===== config.mk =====
export PLATFORM = sky130hd
export DESIGN_NAME = cpu_instr_sequencer
export DESIGN_NICKNAME = d
export VERILOG_FILES = /design/src/rtl/cpu_seq_pkg.sv /design/src/rtl/seq_fifo.sv /design/src/rtl/cpu_instr_sequencer.sv
export SDC_FILE = /design/constraint.sdc
export NUM_CORES = 1
export LEC_CHECK = 0
export CORE_MARGIN = 2
export CORE_UTILIZATION = 55
export CTS_CLUSTER_SIZE = 25
export DETAILED_ROUTE_END_ITERATION = 7
export PLACE_DENSITY = 0.79
export SLEW_MARGIN = 20
export SYNTH_ARGS = -nofsm -noshare
export SYNTH_HDL_FRONTEND = slang
export SYNTH_SLANG_ARGS = --single-unit
export TNS_END_PERCENT = 30

===== constraint.sdc =====
create_clock -name clk -period 3.23 [get_ports clk]
set_clock_uncertainty 0.1 [all_clocks]
set_input_delay 0.323 -clock clk [delete_from_list [all_inputs] [get_ports clk]]
set_output_delay 0.323 -clock clk [all_outputs]
set_load 0.005 [all_outputs]

===== src/rtl/cpu_seq_pkg.sv =====
// Shared types and widths for the instruction sequencer.
package cpu_seq_pkg;
    localparam int FUNC_W = 7;
    localparam int RET_W  = 8;

    typedef enum logic [1:0] {
        IDLE  = 2'd0,
        ISSUE = 2'd1,
        WAIT  = 2'd2
    } state_t;
endpackage


===== src/rtl/seq_fifo.sv =====
// Small power-of-two FIFO with synchronous flush.
module seq_fifo #(
    parameter  int DEPTH = 4,
    parameter  int WIDTH = 7,
    localparam int AW    = $clog2(DEPTH)
) (
    input  logic             clk_i,
    input  logic             clr_i,
    input  logic             push_i,
    input  logic             pop_i,
    input  logic             flush_i,
    input  logic [WIDTH-1:0] din_i,
    output logic [WIDTH-1:0] dout_o,
    output logic             full_o,
    output logic             empty_o,
    output logic [AW:0]      level_o
);
    logic [WIDTH-1:0] mem [DEPTH];
    logic [AW-1:0]    wr_q;
    logic [AW-1:0]    rd_q;
    logic [AW:0]      lvl_q;
    logic             do_push;
    logic             do_pop;

    assign full_o  = (lvl_q == (AW+1)'(DEPTH));
    assign empty_o = (lvl_q == '0);
    assign level_o = lvl_q;
    assign dout_o  = mem[rd_q];

    assign do_push = push_i && !full_o && !flush_i;
    assign do_pop  = pop_i && !empty_o && !flush_i;

    always_ff @(posedge clk_i) begin
        if (do_push) mem[wr_q] <= din_i;
    end

    always_ff @(posedge clk_i or posedge clr_i) begin
        if (clr_i) begin
            wr_q  <= '0;
            rd_q  <= '0;
            lvl_q <= '0;
        end else if (flush_i) begin
            wr_q  <= '0;
            rd_q  <= '0;
            lvl_q <= '0;
        end else begin
            if (do_push) wr_q <= wr_q + 1'b1;
            if (do_pop)  rd_q <= rd_q + 1'b1;
            case ({do_push, do_pop})
                2'b10:   lvl_q <= lvl_q + 1'b1;
                2'b01:   lvl_q <= lvl_q - 1'b1;
                default: lvl_q <= lvl_q;
            endcase
        end
    end
endmodule


===== src/rtl/cpu_instr_sequencer.sv =====
// Queues FUNCTION words and issues them one at a time to the
// control unit, waiting for Finish with a bounded timeout.
module cpu_instr_sequencer
    import cpu_seq_pkg::*;
#(
    parameter  int DEPTH   = 4,
    parameter  int TIMEOUT = 15,
    localparam int LW      = $clog2(DEPTH) + 1
) (
    input  logic              clk,
    input  logic              clr,
    input  logic [FUNC_W-1:0] instr_in,
    input  logic              instr_valid,
    output logic              instr_ready,
    input  logic              flush,
    output logic [FUNC_W-1:0] FUNCTION,
    output logic              W,
    input  logic              Finish,
    output logic              busy,
    output logic              timeout_err,
    output logic [RET_W-1:0]  retired_count,
    output logic [LW-1:0]     fifo_level
);
    localparam logic [7:0] TO_LIM = 8'(TIMEOUT);

    state_t            state_q, state_d;
    logic [FUNC_W-1:0] func_q, func_d;
    logic              w_q, w_d;
    logic [7:0]        cnt_q, cnt_d;
    logic [RET_W-1:0]  ret_q, ret_d;
    logic              terr_q, terr_d;
    logic              pop;
    logic              full;
    logic              empty;
    logic [FUNC_W-1:0] head;

    seq_fifo #(
        .DEPTH (DEPTH),
        .WIDTH (FUNC_W)
    ) u_fifo (
        .clk_i   (clk),
        .clr_i   (clr),
        .push_i  (instr_valid),
        .pop_i   (pop),
        .flush_i (flush),
        .din_i   (instr_in),
        .dout_o  (head),
        .full_o  (full),
        .empty_o (empty),
        .level_o (fifo_level)
    );

    assign instr_ready   = !full && !flush;
    assign busy          = (state_q != IDLE) || !empty;
    assign FUNCTION      = func_q;
    assign W             = w_q;
    assign timeout_err   = terr_q;
    assign retired_count = ret_q;

    always_comb begin
        state_d = state_q;
        func_d  = func_q;
        w_d     = 1'b0;
        cnt_d   = cnt_q;
        ret_d   = ret_q;
        terr_d  = flush ? 1'b0 : terr_q;
        pop     = 1'b0;
        unique case (state_q)
            IDLE: begin
                if (!empty && !flush) begin
                    pop     = 1'b1;
                    func_d  = head;
                    w_d     = 1'b1;
                    state_d = ISSUE;
                end
            end
            ISSUE: begin
                cnt_d   = '0;
                state_d = WAIT;
            end
            WAIT: begin
                // Finish beats a timeout landing on the same edge
                if (Finish) begin
                    ret_d   = ret_q + 1'b1;
                    state_d = IDLE;
                end else begin
                    cnt_d = cnt_q + 8'd1;
                    if (cnt_d == TO_LIM) begin
                        terr_d  = 1'b1;
                        state_d = IDLE;
                    end
                end
            end
            default: state_d = IDLE;
        endcase
    end

    always_ff @(posedge clk or posedge clr) begin
        if (clr) begin
            state_q <= IDLE;
            func_q  <= '0;
            w_q     <= 1'b0;
            cnt_q   <= '0;
            ret_q   <= '0;
            terr_q  <= 1'b0;
        end else begin
            state_q <= state_d;
            func_q  <= func_d;
            w_q     <= w_d;
            cnt_q   <= cnt_d;
            ret_q   <= ret_d;
            terr_q  <= terr_d;
        end
    end
endmodule


==> reports/metrics.yaml <==
outcome: "finished, final reports clean"
yosysSeqAreaShare_pct: 59.12
num_vias: 1858
die_x_um: 76.13
drt_iter0_markers: 115
first_pass_iters: 5
numCtsBuffers: 9
synth_flop_cell: "dfrtp_1"
clock_latency_ns: 0.34
irDropWorstVdd_mv: 0.4765
fin_crit_ns: 2.617
drv_cap: 0
cpPeakStageDelay_ns: 0.51
worstPathCellList: "or2_2, nor3_4, a21boi_0, fa_1, nand2b_1, a2111oi_0, a311o_2"
diodes: 0
area_delta_synth_final_pct: 22.04
setup_viol: 0
yosys-top-cells-area: "dfrtp_1, edfxtp_1, mux4_2, mux2_2, ha_1"
place_congestion: 0.8067
critical_path_class: "register to register"
r2r_start: "state_q[1]"
post-synth-top-area-fraction_pct: 29.73
p_int_mw: 1.925
post_cts_buffers: 0
switching_power_uw: 842.2
fmax_ghz: 0.3821
slew_viol_final: 0
grt.total_usage_pct: 19.45
num_io_pins: 34
crit_family: "simple AND/OR/NAND/NOR gates"
avgSynthCellArea_um2: 13.43
synth-warning-count: 0
dp_hpwl_um: 3544
stdcell_count: 327
yosysUniqueCellTypes: 49
routed.top_layer: "met4"
crit_fanout: 12
drive_gt1_share_pct: 17.51
placedCellCount: 311
grt_pass1_wl_um: 8700
ctsHtreeMaxLevel: 3
num_rows: 26
finalHoldViolations: 0
setup-tns-final_ns: 0
cts_tree: "built"
power.density_nw_per_um2: 792.3
via_per_inst: 5.682
antenna_found_initial: 0
swShare_pct: 30.44
synthCells: 213
hold_path_class: "input pin to asynchronous set/reset pin"
route.met3.wl_um: 292
synth_edf_count: 28
routedWlPerCell_um: 16.19
dieArea_um2: 5796
wl_met2_um: 2607
fillers: 366
slowest_stage: "dfrtp_1"
path_clk_slew_ns: 0.08
multi_input_area_um2: 1085
clockBufferDepth: 2
drc: 0
cp-end-kind: "register"
initial_core_util_pct: 56.39
ant_nets: 0
p_comb_share_pct: 30.4
synth_seq_cells: 62
wl_um: 5295
rsz0062_at_grt: "false"
reg2reg_depth: 7
grt_pass1_vias: 1826
ff_latch_area_um2: 1692
synth_nets: 233
critPathRequiredTime_ns: 3.35
ctsHoldBuffers: 0
reg2reg_setup_slack_ns: 0.61
leakagePower_nw: 1.352
pwr-share-seq_pct: 42.2
cts_num_sinks: 62
grt_start_max_net_pins: 35
root_buffer: "clkbuf_8"
cts_resized: 0
tightest_slew_ns: 0.5378
final_nets: 272
async_flop_share_pct: 54.84
start_kind: "register"
p_clk_share_pct: 27.4
power_mw: 2.767
portBuffers: 33
timing.rr.end: "u_fifo.level_o[1]"
maxSlewHeadroom_pct: 64.07
drt-met1-wl_um: 2331
die_y_um: 76.13
post-synth-top-area-cell: "dfrtp_1"
syn-cell-area_um2: 2861
globalRouteOverflowTotal: 0
crit_arrival_ns: 2.74
finalCritPeriodShare_pct: 81.03
critPathBufInv: 0
coreArea_um2: 5075
-- flip-flops by register name (all words and copies together) (netlist names) --
register        flops
FUNCTION            7
u_fifo.wr_q         2
cnt_q               8
u_fifo.rd_q         2
u_fifo.level_o      3
W                   1
state_q             2
u_fifo.mem         28
timeout_err         1
retired_count       8
-- cell usage in the layout (no fill, tap or decap), types with 4 or more instances in the layout --
cell type	Yosys	layout
mux4_2	7	7
clkdlybuf4s50_1	0	33
inv_1	10	10
ha_1	7	7
nor3_1	5	5
nand2_1	8	8
xnor2_1	4	4
mux2i_1	4	4
o21ai_0	9	9
clkbuf_8	0	10
dfrtp_1	34	34
xor2_1	6	6
edfxtp_1	28	28
mux2_2	9	9
nand3_1	12	12
nor2_1	8	8
buf_4	0	5
and3_1	4	4
-- logic make-up (layout without fill, tap and decap cells) --
family,after synthesis,in the layout,share of synthesized area (%)
XOR/XNOR,10,10,3.061
flip-flops,62,62,59.12
buffers and inverters,20,64,2.973
multiplexers,20,20,10.45
AND/OR/NAND/NOR,61,61,12.42
adder cells (fa/ha/maj),8,8,3.760
AO/OA/AOI/OAI,32,32,8.221
-- area by class of cell --
type | count | area share [%]
flip-flops and latches | 62 | 48.44
multi-input cells | 131 | 31.06
repair buffers | 38 | 10.53
clock buffers | 10 | 3.941
well taps | 70 | 2.508
clock inverters | 6 | 2.436
inverters | 10 | 1.075
-- Yosys cell counts (2+ instances only) --
| master | instances |
|---|---|
| edfxtp_1 | 28 |
| nor2_1 | 8 |
| buf_2 | 2 |
| a2111oi_0 | 2 |
| xor2_1 | 6 |
| a21oi_1 | 3 |
| o311ai_0 | 3 |
| nand3_1 | 12 |
| inv_1 | 10 |
| dfrtp_1 | 34 |
| xnor2_1 | 4 |
| nor2b_1 | 3 |
| or2_2 | 2 |
| o211ai_1 | 3 |
| nand2_1 | 8 |
| mux2_2 | 9 |
| and3_1 | 4 |
| o21ai_0 | 9 |
| mux2i_1 | 4 |
| nor3_1 | 5 |
| mux4_2 | 7 |
| nand4_1 | 2 |
| a31oi_1 | 3 |
| nand2b_1 | 2 |
| ha_1 | 7 |
| clkbuf_1 | 6 |
| or3_1 | 3 |
| nor3b_1 | 3 |
-- per-layer routing --
metal  vias up  track usage [%]
met5         -                0
met4         0            9.636
met3         7            4.384
met2        56            30.80
met1       912            25.61
li1        883                -
-- worst max-delay path by stage --
| stage | to | startpoint | slack, ns | depth (start not counted) |
|---|---|---|---|---|
| 2_1_floorplan | u_fifo.level_o[2] | u_fifo.level_o[1] | 0.58 | 8 |
| 3_3_place_gp | u_fifo.level_o[1] | state_q[1] | 0.73 | 7 |
| 3_5_place_dp | u_fifo.level_o[1] | state_q[1] | 0.66 | 7 |
| 4_1_cts | u_fifo.level_o[1] | state_q[1] | 0.64 | 7 |
| 5_1_grt | u_fifo.level_o[1] | state_q[1] | 0.53 | 7 |
| 6_report | u_fifo.level_o[1] | state_q[1] | 0.61 | 7 |
-- worst register-to-register path: cells and delay by family (launching register included) --
family                     cells  cell delay (ns)
DFF                            1             0.51
AOI/OAI and AO/OA              3             0.68
adders and majority gates      1             0.46
and+or+nand+nor                3             0.75
-- power by group through the flow --
stage | logic, mW | registers, mW | clock network, mW
after floorplan | 0.565 | 1.10 | 0
after global placement | 0.819 | 1.18 | 0
after detailed placement | 0.840 | 1.19 | 0
after CTS | 0.849 | 1.17 | 0.768
after global routing | 0.916 | 1.20 | 0.804
final | 0.841 | 1.17 | 0.759
-- per-stage QoR --
stage	area (um^2)	worst slack (ns)	util [%]	hold WS, ns
6_report	3492	0.6126	68.81	0.2878
3_3_place_gp	3269	0.7299	64.42	0.3563
4_1_cts	3492	0.6431	68.81	0.3008
5_1_grt	3492	0.5297	68.81	0.3442
2_1_floorplan	2861	0.5838	-	0.3219
3_5_place_dp	3269	0.6644	64.42	0.3571
(Power assumes the default switching activity.)
